[config.mk]
export PLATFORM = sky130hd
export DESIGN_NAME = clk_phase_gen
export DESIGN_NICKNAME = d
export VERILOG_FILES = /design/src/rtl/clk_phase_gen.sv
export SDC_FILE = /design/constraint.sdc
export NUM_CORES = 1
export LEC_CHECK = 0
export CORE_ASPECT_RATIO = 0.6
export CORE_MARGIN = 5
export CORE_UTILIZATION = 49
export CTS_BUF_LIST = sky130_fd_sc_hd__clkbuf_8
export CTS_CLUSTER_DIAMETER = 50
export DETAILED_ROUTE_END_ITERATION = 7
export GPL_TIMING_DRIVEN = 0
export HOLD_SLACK_MARGIN = 0.08
export PLACE_DENSITY = 0.81
export SLEW_MARGIN = 20
export SYNTH_ARGS = -nofsm -noshare
export SYNTH_HDL_FRONTEND = slang
export SYNTH_SLANG_ARGS = --single-unit
[constraint.sdc]
create_clock -name clock -period 2.5 [get_ports clock]
set_input_delay 0.75 -clock clock [delete_from_list [all_inputs] [get_ports clock]]
set_output_delay 0.75 -clock clock [all_outputs]
set_load 0.01 [all_outputs]
[src/rtl/clk_phase_gen.sv]
// Single-clock enable generator: one pulse per domain at a programmable phase within a
// programmable period, with run/halt/single-step control and a completed-period counter.
module clk_phase_gen #(
    parameter int N_DOMAINS = 4,
    parameter int DIV_W     = 4,
    parameter bit START_RUN = 1'b1
) (
    input  logic                       clock,
    input  logic                       reset,
    input  logic [DIV_W-1:0]           div_cfg,
    input  logic [N_DOMAINS*DIV_W-1:0] phase_cfg,
    input  logic                       run_req,
    input  logic                       halt_req,
    input  logic                       step_req,
    output logic [N_DOMAINS-1:0]       phase_en,
    output logic                       tick,
    output logic                       halted,
    output logic                       cfg_err,
    output logic [31:0]                period_cnt
);

    typedef enum logic [1:0] {
        ST_RUN  = 2'd0,
        ST_HALT = 2'd1,
        ST_STEP = 2'd2
    } state_e;

    localparam state_e RESET_STATE = START_RUN ? ST_RUN : ST_HALT;

    typedef logic [N_DOMAINS-1:0][DIV_W-1:0] phase_arr_t;

    state_e             state_q, state_d;
    logic [DIV_W-1:0]   cnt_q, cnt_d;
    logic [DIV_W-1:0]   div_lat_q, div_lat_d;
    phase_arr_t         ph_lat_q, ph_lat_d;
    phase_arr_t         ph_cfg;
    logic               halt_pend_q, halt_pend_d;
    logic               run_seen_q, run_seen_d;
    logic [31:0]        period_cnt_q, period_cnt_d;

    logic [DIV_W-1:0]   div_eff;
    logic               active;

    // Field i of phase_cfg lands in element i of the packed array.
    assign ph_cfg  = phase_cfg;
    assign div_eff = (div_lat_q == '0) ? DIV_W'(1) : div_lat_q;
    assign active  = (state_q == ST_RUN) || (state_q == ST_STEP);

    // Outputs depend only on registered state, so they are stable for the whole cycle.
    always_comb begin
        phase_en = '0;
        cfg_err  = (div_lat_q == '0);
        for (int i = 0; i < N_DOMAINS; i++) begin
            phase_en[i] = active && (cnt_q == ph_lat_q[i]);
            if (ph_lat_q[i] >= div_eff) begin
                cfg_err = 1'b1;
            end
        end
    end

    assign tick       = active && (cnt_q == div_eff - DIV_W'(1));
    assign halted     = (state_q == ST_HALT);
    assign period_cnt = period_cnt_q;

    // NOTE: every variable gets a default before the case so no path leaves it unassigned
    // (which would infer a latch); blocking '=' is correct here because this is combinational.
    always_comb begin
        state_d      = state_q;
        cnt_d        = cnt_q;
        div_lat_d    = div_lat_q;
        ph_lat_d     = ph_lat_q;
        halt_pend_d  = halt_pend_q;
        run_seen_d   = run_seen_q;
        period_cnt_d = period_cnt_q;

        // Period bookkeeping shared by RUN and STEP; config is only sampled at period start.
        if (active) begin
            if (tick) begin
                cnt_d        = '0;
                period_cnt_d = period_cnt_q + 32'd1;
                div_lat_d    = div_cfg;
                ph_lat_d     = ph_cfg;
            end else begin
                cnt_d = cnt_q + DIV_W'(1);
            end
        end

        case (state_q)
            ST_RUN: begin
                if (tick) begin
                    if (halt_pend_q || halt_req) begin
                        state_d = ST_HALT;
                    end
                    halt_pend_d = 1'b0;
                end else if (halt_req) begin
                    halt_pend_d = 1'b1;
                end
            end
            ST_HALT: begin
                cnt_d       = '0;
                div_lat_d   = div_cfg;
                ph_lat_d    = ph_cfg;
                halt_pend_d = 1'b0;
                run_seen_d  = 1'b0;
                if (run_req) begin
                    state_d = ST_RUN;
                end else if (step_req) begin
                    state_d = ST_STEP;
                end
            end
            ST_STEP: begin
                // A run request anywhere in the stepped period converts it into free-running.
                if (tick) begin
                    state_d    = (run_seen_q || run_req) ? ST_RUN : ST_HALT;
                    run_seen_d = 1'b0;
                end else begin
                    run_seen_d = run_seen_q || run_req;
                end
            end
            default: begin
                state_d = ST_HALT;
                cnt_d   = '0;
            end
        endcase
    end

    // NOTE: sequential state uses non-blocking '<=' so all flops update together on the edge;
    // reset also captures the live configuration so the first period is already valid.
    always_ff @(posedge clock) begin
        if (!reset) begin
            state_q      <= RESET_STATE;
            cnt_q        <= '0;
            div_lat_q    <= div_cfg;
            ph_lat_q     <= ph_cfg;
            halt_pend_q  <= 1'b0;
            run_seen_q   <= 1'b0;
            period_cnt_q <= '0;
        end else begin
            state_q      <= state_d;
            cnt_q        <= cnt_d;
            div_lat_q    <= div_lat_d;
            ph_lat_q     <= ph_lat_d;
            halt_pend_q  <= halt_pend_d;
            run_seen_q   <= run_seen_d;
            period_cnt_q <= period_cnt_d;
        end
    end

endmodule

==> results of run 1 <==
## worst reg2reg max path, stage by stage, from the launching register on
cell	delay (ns)
edfxtp_1	0.44
nor3_2	0.23
nor2_2	0.07
buf_4	0.15
ha_4	0.29
xor2_4	0.22
buf_6	0.13
nand2_4	0.07
nor4b_4	0.34
buf_6	0.19
buf_6	0.10
nand4_1	0.13
xnor2_1	0.21
and2_1	0.17
## synthesized netlist by cell type (8+ instances only)
cell / count
ha_1: 22
nand2_1: 17
nor3_1: 9
nand4_1: 17
xnor2_1: 41
inv_1: 13
dfxtp_1: 40
buf_2: 8
nor2_1: 9
o21ai_0: 10
nand3_1: 19
and2_1: 31
edfxtp_1: 20
## flip-flops by register name, summed over array words and instances, names as in the netlist
register / cells
run_seen_q: 1
cnt_q: 4
period_cnt: 32
state_q: 2
halt_pend_q: 1
ph_lat_q: 16
div_lat_q: 4
## cell families after synthesis
| kind of cell | after synthesis | share of synthesized area |
|---|---|---|
| buffers and inverters | 28 | 0.0357 |
| xor gates and xnor gates | 50 | 0.142 |
| adders and majority gates | 22 | 0.0826 |
| DFF | 60 | 0.421 |
| muxes | 4 | 0.0120 |
| AOI/OAI and AO/OA | 31 | 0.0586 |
| and+or+nand+nor | 137 | 0.249 |
## power by group through the flow
| stage | Sequential (mW) | Clock (mW) | Combinational (mW) |
|---|---|---|---|
| floorplan | 1.24 | 0 | 0.754 |
| finish | 1.25 | 0.983 | 1.69 |
| CTS | 1.24 | 0.979 | 1.32 |
| global route | 1.26 | 1.03 | 1.79 |
| global placement | 1.26 | 0 | 1.02 |
| detailed placement | 1.26 | 0 | 1.07 |
## layout make-up
class	count	area share
tap	87	0.0223
buffer	14	0.0192
clock inverter	6	0.0161
clock buffer	10	0.0282
timing repair buffer	97	0.190
multi-input combinational	245	0.426
inverter	14	0.0108
sequential	60	0.287
## metrics by stage
stage	utilization	setup slack, ns	total power [mW]
after global placement	0.612	-0.641	2.28
after global routing	0.735	-0.692	4.08
after floorplan	-	0.0241	1.99
final	0.735	-0.560	3.92
after detailed placement	0.612	-0.648	2.33
after CTS	0.692	-0.447	3.53
## per-layer routing
layer | GRT usage | part of all wire
met5 | 0 | 0
met1 | 0.299 | 0.40
met3 | 0.0642 | 0.099
met4 | 0.0734 | 0.047
met2 | 0.354 | 0.45
## path summary, 6_finish.rpt
path                start              to  slack, ns  cells after the start
max          div_lat_q[1]         cfg_err      -0.56                     10
min           halt_pend_q     halt_pend_q       0.51                      2
max reg2reg  div_lat_q[1]  period_cnt[30]      -0.34                     13
min reg2reg   halt_pend_q     halt_pend_q       0.51                      2
## what timing repair did
action | in CTS | in global routing
setup buffers | 19 | 15
cloned | 2 | 1
endpoints found under the setup margin | 50 | 54
pin swaps | 24 | 24
gates resized for setup | 50 | 37
==> out/results.tsv, run 1 <==
stage	metric	value	unit
timing	Final min period	3.06	ns
cells_and_area	FILL cells	389	
synthesis	largest area contributor in the netlist	dfxtp_1	
timing	endpoints failing hold	0	
timing	Slew Limit Fails	0	
cells_and_area	post-synthesis to final-layout area growth	46.7	%
status	failing checks	negative setup slack	
synthesis	register area share after synthesis	0.421	
pwr	PwrDens	803	mW/mm²
synthesis	Post-synth EDFFs	20	
clock_network	clock buffer depth	2	
synthesis	top-area cell type share of the netlist area	0.240	
pwr	Gate power share	0.430	
cells_and_area	final non-filler cell total	533	
grt	initial antenna violation count	0	
worst_setup_path	CP top delay family	simple AND/OR/NAND/NOR gates	
detailed_routing	drt wl/cell	21.1	µm
clock_network	CTS Hold Bufs	0	
cells_and_area	share of layout cells above drive strength 1	0.242	
grt	Total GRT Usage	0.225	
pwr	largest vdd supply drop	475	µV
die	row cnt	23	
timing	Fin Hold WS	0.514	ns
synthesis	asr flop ratio synth	0	
detailed_routing	DR DRC count	0	
worst_setup_path	CP most frequent cell	a21o_1	
clock_network	Clk Latency, worst-skew pair	0.36	ns
pwr	Pleak	1.91	nW
pwr	switching share of power	0.368	
timing	Worst Tran Pin Value	0.590	ns
timing	Fin Setup TNS	-7.46	ns
pwr	register share of total power	0.319	
detailed_routing	DRT Wirelength	11.2	mm
worst_setup_path	Worst Path Class, Setup	flip-flop to output pin	
placement	port bufs	63	
cells_and_area	Antenna Cells	0	
worst_setup_path	largest fanout on the critical path	4	
worst_setup_path	Critical Path, Cell by Cell	nor3_2, nor2_2, inv_2, ha_4, nand2b_4, a21o_1, a21o_1, a21oi_2, nand4_1, buf_2	
die	die extent in y	73.9	µm
timing	fmax	327	MHz
timing	final setup fails	41	
worst_setup_path	CP endpoint kind	output pin	
hold_path	Hold Path Class	flip-flop to flip-flop	
timing	RSZ-0062 raised after global routing	true	
detailed_routing	Final ANT Viol Nets	0	
worst_setup_path	WP buf/inv	2	
placement	dpl cells	482	
grt	grt ovf	0	
die	DIE WIDTH	116	µm
worst_setup_path	crit path launch type	flip-flop	
worst_setup_path	worst endpoint required time	1.75	ns
die	initial core utilization	0.501	
die	core area	0.00665	mm²
pwr	Pint	2.48	mW
worst_setup_path	slowest cell on the critical path	edfxtp_1	
job	max_cap viols	0	
clock_network	CTS tree	yes	
detailed_routing	vias	3188	
pwr	Psw	1.44	mW
die	IO Count	64	
synthesis	syn nets	379	
detailed_routing	DRT iter0 DRCs	344	
clock_network	CTS sink cnt	60	
grt	largest net degree at the start of global routing	12	
placement	placed inst area	0.00407	mm²
pwr	clock power share	0.251	
placement	RePlAce Congestion	0.868	
grt	global-route wire length before repair	14.6	mm
synthesis	Syn Area/Cell	10.0	µm²
timing	Slew headroom	0.606	
cells_and_area	Seq. cell area	0.00140	mm²
clock_network	CTS buffer count	9	
worst_setup_path	CP max stage delay	0.44	ns
synthesis	FF+latch count, synth	60	
synthesis	synthesized instance count	332	
cells_and_area	NumNets Final	488	
synthesis	Synthesis Warnings	0	
cells_and_area	most frequent cells in the layout	clkdlybuf4s50_1 (57), dfxtp_1 (40), xnor2_1 (38)	
timing	fin crit share	1.22	
cells_and_area	Multi-input gate area	0.00208	mm²
status	status	finished with violations	
detailed_routing	Initial DRT Pass Iterations	5	
worst_setup_path	crit path DAT	2.31	ns
timing	Max Clock Skew	0.00819	ns
synthesis	post-synthesis cell area	0.00333	mm²
cells_and_area	Finished Cell Area	0.00489	mm²
synthesis	dominant synthesized flop cell	dfxtp_1	
detailed_routing	vias per inst	5.98	
synthesis	Unique masters post-synth	46	
clock_network	Worst-path clk slew	0.07	ns
grt	vias in the first global route	2897	
timing	Final WS setup	-0.560	ns
cells_and_area	most common cell after layout, fill and taps aside	clkdlybuf4s50_1	
clock_network	H-tree levels	3	
die	Die ar.	0.00860	mm²
synthesis	Area contributors post-synth	dfxtp_1 (24%), edfxtp_1 (18%), xnor2_1 (11%)	
clock_network	clock root cell	clkbuf_8	
placement	dpl hpwl	5.91	mm
Power figures use the tool's default switching activity.
==> inputs of run 2 (changes only) <==
- PLACE_DENSITY: 0.81 -> 0.9
==> run 2 against run 1 <==
- first-iteration DRC count decreased by 18%
- the flow still finishes with violations (negative setup slack)
- clock skew increased by 0.0098 ns
- sequential share of layout area increased by 1.8 points
- worst setup slack improved by 0.035 ns
- global-route usage increased by 0.40 points
- routed wire length decreased by 8.5%
- critical path type unchanged
- sequential cell count unchanged
==> out/results.tsv, run 2 (synthesized netlist as in run 1, its figures left out) <==
stage	metric	value	unit	change
job	max_cap viols	0		unchanged
timing	RSZ-0062 raised after global routing	true		unchanged
cells_and_area	Antenna Cells	0		unchanged
timing	Final WS setup	-0.526	ns	was -0.560 ns
grt	met1 usage	0.282		was 0.299
worst_setup_path	CP endpoint kind	output pin		unchanged
grt	met3 Use GR	0.0700		was 0.0642
pwr	Pleak	1.81	nW	was 1.91 nW
clock_network	CTS sink cnt	60		unchanged
clock_network	CTS Hold Bufs	0		unchanged
clock_network	clock buffer depth	2		unchanged
die	IO Count	64		unchanged
grt	grt ovf	0		unchanged
placement	port bufs	63		unchanged
cells_and_area	most frequent cells in the layout	clkdlybuf4s50_1 (57), dfxtp_1 (40), xnor2_1 (38)		unchanged
worst_setup_path	largest fanout on the critical path	4		unchanged
pwr	largest vdd supply drop	436	µV	was 475 µV
worst_setup_path	crit path DAT	2.28	ns	was 2.31 ns
timing	Fin Hold WS	0.516	ns	was 0.514 ns
worst_setup_path	Worst Path Class, Setup	flip-flop to output pin		unchanged
pwr	total power draw	3.57	mW	was 3.92 mW
grt	met2 usage in global routing	0.373		was 0.354
grt	initial antenna violation count	0		unchanged
cells_and_area	share of layout cells above drive strength 1	0.188		was 0.242
clock_network	Worst-path clk slew	0.06	ns	was 0.07 ns
clock_network	CTS tree	yes		unchanged
grt	gr busiest metal	met2		unchanged
clock_network	Clk Latency, worst-skew pair	0.37	ns	was 0.36 ns
detailed_routing	DR DRC count	0		unchanged
grt	Total GRT Usage	0.229		was 0.225
detailed_routing	drt wl/cell	19.6	µm	was 21.1 µm
timing	Worst Tran Pin Value	0.625	ns	was 0.590 ns
pwr	Psw	1.35	mW	was 1.44 mW
pwr	Gate power share	0.427		was 0.430
die	Die ar.	0.00860	mm²	unchanged
pwr	switching share of power	0.380		was 0.368
detailed_routing	DRT Wirelength	10.3	mm	was 11.2 mm
grt	largest net degree at the start of global routing	12		unchanged
clock_network	CTS buffer count	9		unchanged
timing	Max Clock Skew	0.0180	ns	was 0.00819 ns
die	DIE WIDTH	116	µm	unchanged
clock_network	H-tree levels	3		unchanged
cells_and_area	max reg flops	32		unchanged
detailed_routing	vias	3041		was 3188
detailed_routing	DRT iter0 DRCs	282		was 344
detailed_routing	Initial DRT Pass Iterations	5		unchanged
timing	Slew headroom	0.584		was 0.606
die	die extent in y	73.9	µm	unchanged
pwr	PwrDens	776	mW/mm²	was 803 mW/mm²
detailed_routing	Final ANT Viol Nets	0		unchanged
status	failing checks	negative setup slack		unchanged
pwr	clock power share	0.222		was 0.251
die	initial core utilization	0.501		unchanged
cells_and_area	most common cell after layout, fill and taps aside	clkdlybuf4s50_1		unchanged
timing	Final min period	3.03	ns	was 3.06 ns
worst_setup_path	R2R Setup Slk	-0.23	ns	was -0.34 ns
placement	RePlAce Congestion	0.871		was 0.868
cells_and_area	post-synthesis to final-layout area growth	38.0	%	was 46.7%
grt	vias in the first global route	2970		was 2897
pwr	Pint	2.21	mW	was 2.48 mW
clock_network	clock root cell	clkbuf_8		unchanged
timing	fmax	331	MHz	was 327 MHz
worst_setup_path	crit path launch type	flip-flop		unchanged
grt	global-route wire length before repair	14.8	mm	was 14.6 mm
status	status	finished with violations		unchanged
timing	fin crit share	1.21		was 1.22
detailed_routing	vias per inst	5.80		was 5.98
die	row cnt	23		unchanged
cells_and_area	NumNets Final	479		was 488
cells_and_area	FILL cells	450		was 389
timing	endpoints failing hold	0		unchanged
timing	Slew Limit Fails	0		unchanged
hold_path	Hold Path Class	flip-flop to flip-flop		unchanged
timing	final setup fails	31		was 41
placement	dpl hpwl	6.28	mm	was 5.91 mm
worst_setup_path	worst endpoint required time	1.75	ns	about the same
die	core area	0.00665	mm²	unchanged
pwr	register share of total power	0.351		was 0.319
-- run 2: critical path, stage by stage, from the launching register on --
cell and delay (ns):
edfxtp_1 0.41, nor3_2 0.06, nor2_2 0.22, inv_2 0.12, ha_1 0.28, nand2b_1 0.15
a21oi_2 0.19, nor2b_1 0.08, o21ai_1 0.14, nand4_1 0.11, buf_2 0.15
-- run 2: power groups by stage --
stage               logic [mW]  registers, mW  clock network (mW)
floorplan                0.754           1.24                   0
global placement          1.01           1.26                   0
detailed placement        1.07           1.27                   0
CTS                       1.26           1.24               0.788
global route              1.61           1.26               0.831
finish                    1.52           1.25               0.793
-- run 2: metal layers --
| layer | routed length (µm) | vias up |
|---|---|---|
| li1 | - | 1361 |
| met1 | 4190 | 1456 |
| met2 | 4880 | 175 |
| met3 | 817 | 49 |
| met4 | 402 | 0 |
| met5 | 0 | - |
-- run 2: area by class of cell --
| type | instances | area (µm²) | share of cell area |
|---|---|---|---|
| Sequential cell | 60 | 1400 | 0.305 |
| Inverter | 14 | 52.6 | 0.0114 |
| Multi-Input combinational cell | 245 | 1940 | 0.423 |
| Clock inverter | 6 | 30.0 | 0.00653 |
| Buffer | 14 | 90.1 | 0.0196 |
| Timing Repair Buffer | 88 | 835 | 0.181 |
| Tap cell | 87 | 109 | 0.0237 |
| Clock buffer | 10 | 138 | 0.0299 |
-- run 2: path summary, 6_finish.rpt --
check,startpoint,end,depth (start not counted)
max,div_lat_q[1],cfg_err,10
min,period_cnt[29],period_cnt[29],2
max reg2reg,div_lat_q[2],period_cnt[8],12
min reg2reg,period_cnt[29],period_cnt[29],2
-- run 2: metrics by stage --
stage	instance area (µm²)	setup WS [ns]	setup TNS (ns)	util	cells
floorplan	3330	0.0241	0	-	332
global placement	4070	-0.626	-14.62	0.612	482
detailed placement	4070	-0.674	-18.25	0.612	482
CTS	4500	-0.447	-0.892	0.677	517
global route	4600	-0.591	-8.17	0.692	524
finish	4600	-0.526	-5.38	0.692	524
-- run 2: what timing repair did --
item / CTS / global route
setup endpoints to repair: 55 / 55
hold endpoints to repair: 0 / 0
resized for setup: 43 / 4
setup buffers: 17 / 7
gates cloned: 2 / 0
pin swaps: 13 / 3
==> inputs of run 3 (changes only) <==
- ABC_AREA: default -> 1
- CORE_UTILIZATION: 49 -> 50
- clock period: 2.5 -> 2.65 ns (I/O delays scaled with it)
==> run 3 against run 2 <==
- the run still ends with negative setup slack left
- global-route usage increased by 3.3 points
- clock skew down 0.0041 ns
- synthesized cell count rose by 55%
- sequential power hardly changed
- die area is 8.5% higher
- cell area rose by 7.9%
- first-iteration DRC count increased by 110%
- sequential cell count did not move
==> out/results.tsv, run 3 <==
stage	metric	value	unit	change
cells_and_area	final non-filler cell total	717		was 524
timing	RSZ-0062 raised after global routing	true		unchanged
synthesis	mux contribution to synthesized area	0		was 0.0120
clock_network	H-tree levels	3		unchanged
die	row cnt	24		was 23
clock_network	Worst-path clk slew	0.06	ns	about the same
clock_network	CTS buffer count	9		unchanged
timing	fmax	318	MHz	
placement	dpl cells	681		was 482
cells_and_area	Seq. cell area	0.00140	mm²	unchanged
detailed_routing	Final ANT Viol Nets	0		unchanged
detailed_routing	Initial DRT Pass Iterations	6		was 5
synthesis	Unique masters post-synth	37		was 46
pwr	largest vdd supply drop	330	µV	was 436 µV
status	failing checks	negative setup slack		unchanged
worst_setup_path	crit path launch type	flip-flop		unchanged
synthesis	post-synthesis cell area	0.00373	mm²	was 0.00333 mm²
synthesis	Area contributors post-synth	dfxtp_1 (21%), edfxtp_1 (16%), nand2_1 (15%)		was dfxtp_1 (24%), edfxtp_1 (18%), xnor2_1 (11%)
synthesis	Synthesis Warnings	0		unchanged
status	status	finished with violations		unchanged
timing	fin crit share	1.19		
grt	grt ovf	0		unchanged
synthesis	XOR/XNOR Fraction of Synth Area	0.0400		was 0.142
timing	Worst Tran Pin Value	0.775	ns	was 0.625 ns
synthesis	count leader, synth	nand2_1		was xnor2_1
grt	vias in the first global route	3794		was 2970
cells_and_area	Layout Utilization	0.683		was 0.692
worst_setup_path	largest fanout on the critical path	5		was 4
synthesis	Post-synth EDFFs	20		unchanged
timing	Fin Hold WS	0.499	ns	was 0.516 ns
timing	Slew headroom	0.483		was 0.584
detailed_routing	DRT Wirelength	12.5	mm	was 10.3 mm
synthesis	Syn Area/Cell	7.25	µm²	was 10.0 µm²
synthesis	post-synthesis simple-gate area fraction	0.300		was 0.249
pwr	Psw	1.40	mW	was 1.35 mW
die	core area	0.00727	mm²	was 0.00665 mm²
clock_network	CTS tree	yes		unchanged
synthesis	syn nets	561		was 379
die	Die ar.	0.00934	mm²	was 0.00860 mm²
grt	largest net degree at the start of global routing	21		was 12
cells_and_area	FILL cells	574		was 450
pwr	Gate power share	0.421		was 0.427
grt	initial antenna violation count	0		unchanged
timing	Max Clock Skew	0.0139	ns	was 0.0180 ns
cells_and_area	Multi-input gate area	0.00217	mm²	was 0.00194 mm²
synthesis	synthesized instance count	514		was 332
detailed_routing	vias per inst	5.67		was 5.80
placement	RePlAce Congestion	1.01		was 0.871
synthesis	combinational family with the most area after synthesis	simple AND/OR/NAND/NOR gates		unchanged
die	DIE WIDTH	121	µm	was 116 µm
clock_network	clock buffer depth	2		unchanged
pwr	Pint	2.15	mW	was 2.21 mW
worst_setup_path	CP endpoint kind	output pin		unchanged
worst_setup_path	crit path DAT	2.35	ns	was 2.28 ns
hold_path	Hold Path Class	flip-flop to flip-flop		unchanged
die	die extent in y	76.9	µm	was 73.9 µm
pwr	switching share of power	0.395		was 0.380
die	IO Count	64		unchanged
timing	Final WS setup	-0.495	ns	was -0.526 ns
timing	endpoints failing hold	0		unchanged
cells_and_area	most frequent cells in the layout	nand2_1 (148), inv_1 (58), clkdlybuf4s50_1 (57)		was clkdlybuf4s50_1 (57), dfxtp_1 (40), xnor2_1 (38)
synthesis	top-area cell type share of the netlist area	0.215		was 0.240
synthesis	asr flop ratio synth	0		unchanged
timing	final setup fails	2		was 31
timing	Slew Limit Fails	0		unchanged
cells_and_area	most common cell after layout, fill and taps aside	nand2_1		was clkdlybuf4s50_1
pwr	register share of total power	0.344		was 0.351
detailed_routing	vias	4065		was 3041
detailed_routing	DRT iter0 DRCs	588		was 282
placement	port bufs	63		unchanged
synthesis	FF+latch count, synth	60		unchanged
grt	Total GRT Usage	0.261		was 0.229
clock_network	Clk Latency, worst-skew pair	0.36	ns	was 0.37 ns
cells_and_area	post-synthesis to final-layout area growth	33.2	%	was 38.0%
worst_setup_path	Worst Path Class, Setup	flip-flop to output pin		unchanged
timing	Final min period	3.14	ns	
pwr	PwrDens	714	mW/mm²	was 776 mW/mm²
grt	global-route wire length before repair	19.1	mm	was 14.8 mm
die	initial core utilization	0.513		was 0.501
synthesis	register area share after synthesis	0.376		was 0.421
cells_and_area	Antenna Cells	0		unchanged
clock_network	CTS Hold Bufs	0		unchanged
synthesis	dominant synthesized flop cell	dfxtp_1		unchanged
synthesis	Post-Synth Adder-Cell Area	0.0739		was 0.0826
cells_and_area	max reg flops	32		unchanged
pwr	clock power share	0.235		was 0.222
cells_and_area	NumNets Final	656		was 479
synthesis	Post-synth top cells	nand2_1 (151), inv_1 (60), nor2_1 (52)		was xnor2_1 (41), dfxtp_1 (40), and2_1 (31)
pwr	Pleak	1.92	nW	was 1.81 nW
clock_network	clock root cell	clkbuf_8		unchanged
clock_network	CTS sink cnt	60		unchanged
job	max_cap viols	0		unchanged
cells_and_area	share of layout cells above drive strength 1	0.139		was 0.188
synthesis	Synth Area in Compound Gates	0.125		was 0.0586
worst_setup_path	worst endpoint required time	1.86	ns	was 1.75 ns
detailed_routing	DR DRC count	0		unchanged
synthesis	largest area contributor in the netlist	dfxtp_1		unchanged
detailed_routing	drt wl/cell	17.4	µm	was 19.6 µm
placement	dpl hpwl	8.77	mm	was 6.28 mm
placement	pre-CTS setup slack	-0.843	ns	was -0.674 ns
[run 3: layout make-up]
| type | count | share of cell area |
|---|---|---|
| Multi-Input combinational cell | 382 | 0.436 |
| Timing Repair Buffer | 83 | 0.153 |
| Inverter | 64 | 0.0492 |
| Sequential cell | 60 | 0.282 |
| Buffer | 9 | 0.0149 |
| Tap cell | 104 | 0.0262 |
| Clock inverter | 5 | 0.0106 |
| Clock buffer | 10 | 0.0277 |
[run 3: routing by layer]
layer  vias up  wire (µm)  track usage
li1       1874          -            -
met1      1867       5150        0.354
met2       281       5420        0.393
met3        43       1580       0.0853
met4         0        330       0.0872
met5         -          0            0
[run 3: critical path, cell delays in order, from the launching register on]
cell and delay (ns):
edfxtp_1 0.44, nor2_2 0.17, nand2_2 0.10, nand2_4 0.11, ha_1 0.25, o21ai_1 0.19
a21boi_1 0.12, o21ai_1 0.15, nand2_1 0.09, nor2_1 0.11, o2111ai_1 0.11, buf_2 0.17
[run 3: path summary, 6_finish.rpt]
| path | start | to | slack (ns) | cells past startpoint |
|---|---|---|---|---|
| worst max-delay path | div_lat_q[2] | cfg_err | -0.49 | 11 |
| worst min-delay path | cnt_q[0] | cnt_q[0] | 0.50 | 1 |
| worst max register to register | div_lat_q[2] | period_cnt[5] | 0.05 | 17 |
| worst min register to register | cnt_q[0] | cnt_q[0] | 0.50 | 1 |
[run 3: metrics by stage]
| step | power, mW | cell area, µm² | setup TNS, ns |
|---|---|---|---|
| 6_report | 3.55 | 4960 | -0.970 |
| 5_1_grt | 3.72 | 4960 | -1.54 |
| 4_1_cts | 3.30 | 4820 | -0.831 |
| 3_5_place_dp | 2.33 | 4490 | -13.27 |
| 3_3_place_gp | 2.24 | 4490 | -9.32 |
| 2_1_floorplan | 1.94 | 3730 | 0 |
[run 3: power by group through the flow]
stage                     clock network (mW)  logic [mW]  registers (mW)
final                                  0.832        1.49            1.22
after global routing                   0.880        1.61            1.23
after CTS                              0.827        1.27            1.21
after detailed placement                   0        1.11            1.22
after global placement                     0        1.02            1.21
after floorplan                            0       0.751            1.19
[run 3: cell families (layout without fill, tap and decap cells)]
| logic type | after synthesis | in the layout |
|---|---|---|
| xor gates and xnor gates | 17 | 17 |
| adders and majority gates | 22 | 22 |
| buffers and inverters | 74 | 171 |
| and+or+nand+nor | 257 | 259 |
| DFF | 60 | 60 |
| AOI/OAI and AO/OA | 84 | 84 |
[run 3: repair_timing]
item,4_1_cts,5_1_grt
gates resized for setup,50,22
setup endpoints to repair,26,26
pin swaps,11,13
setup buffers,9,11
gates cloned,0,2
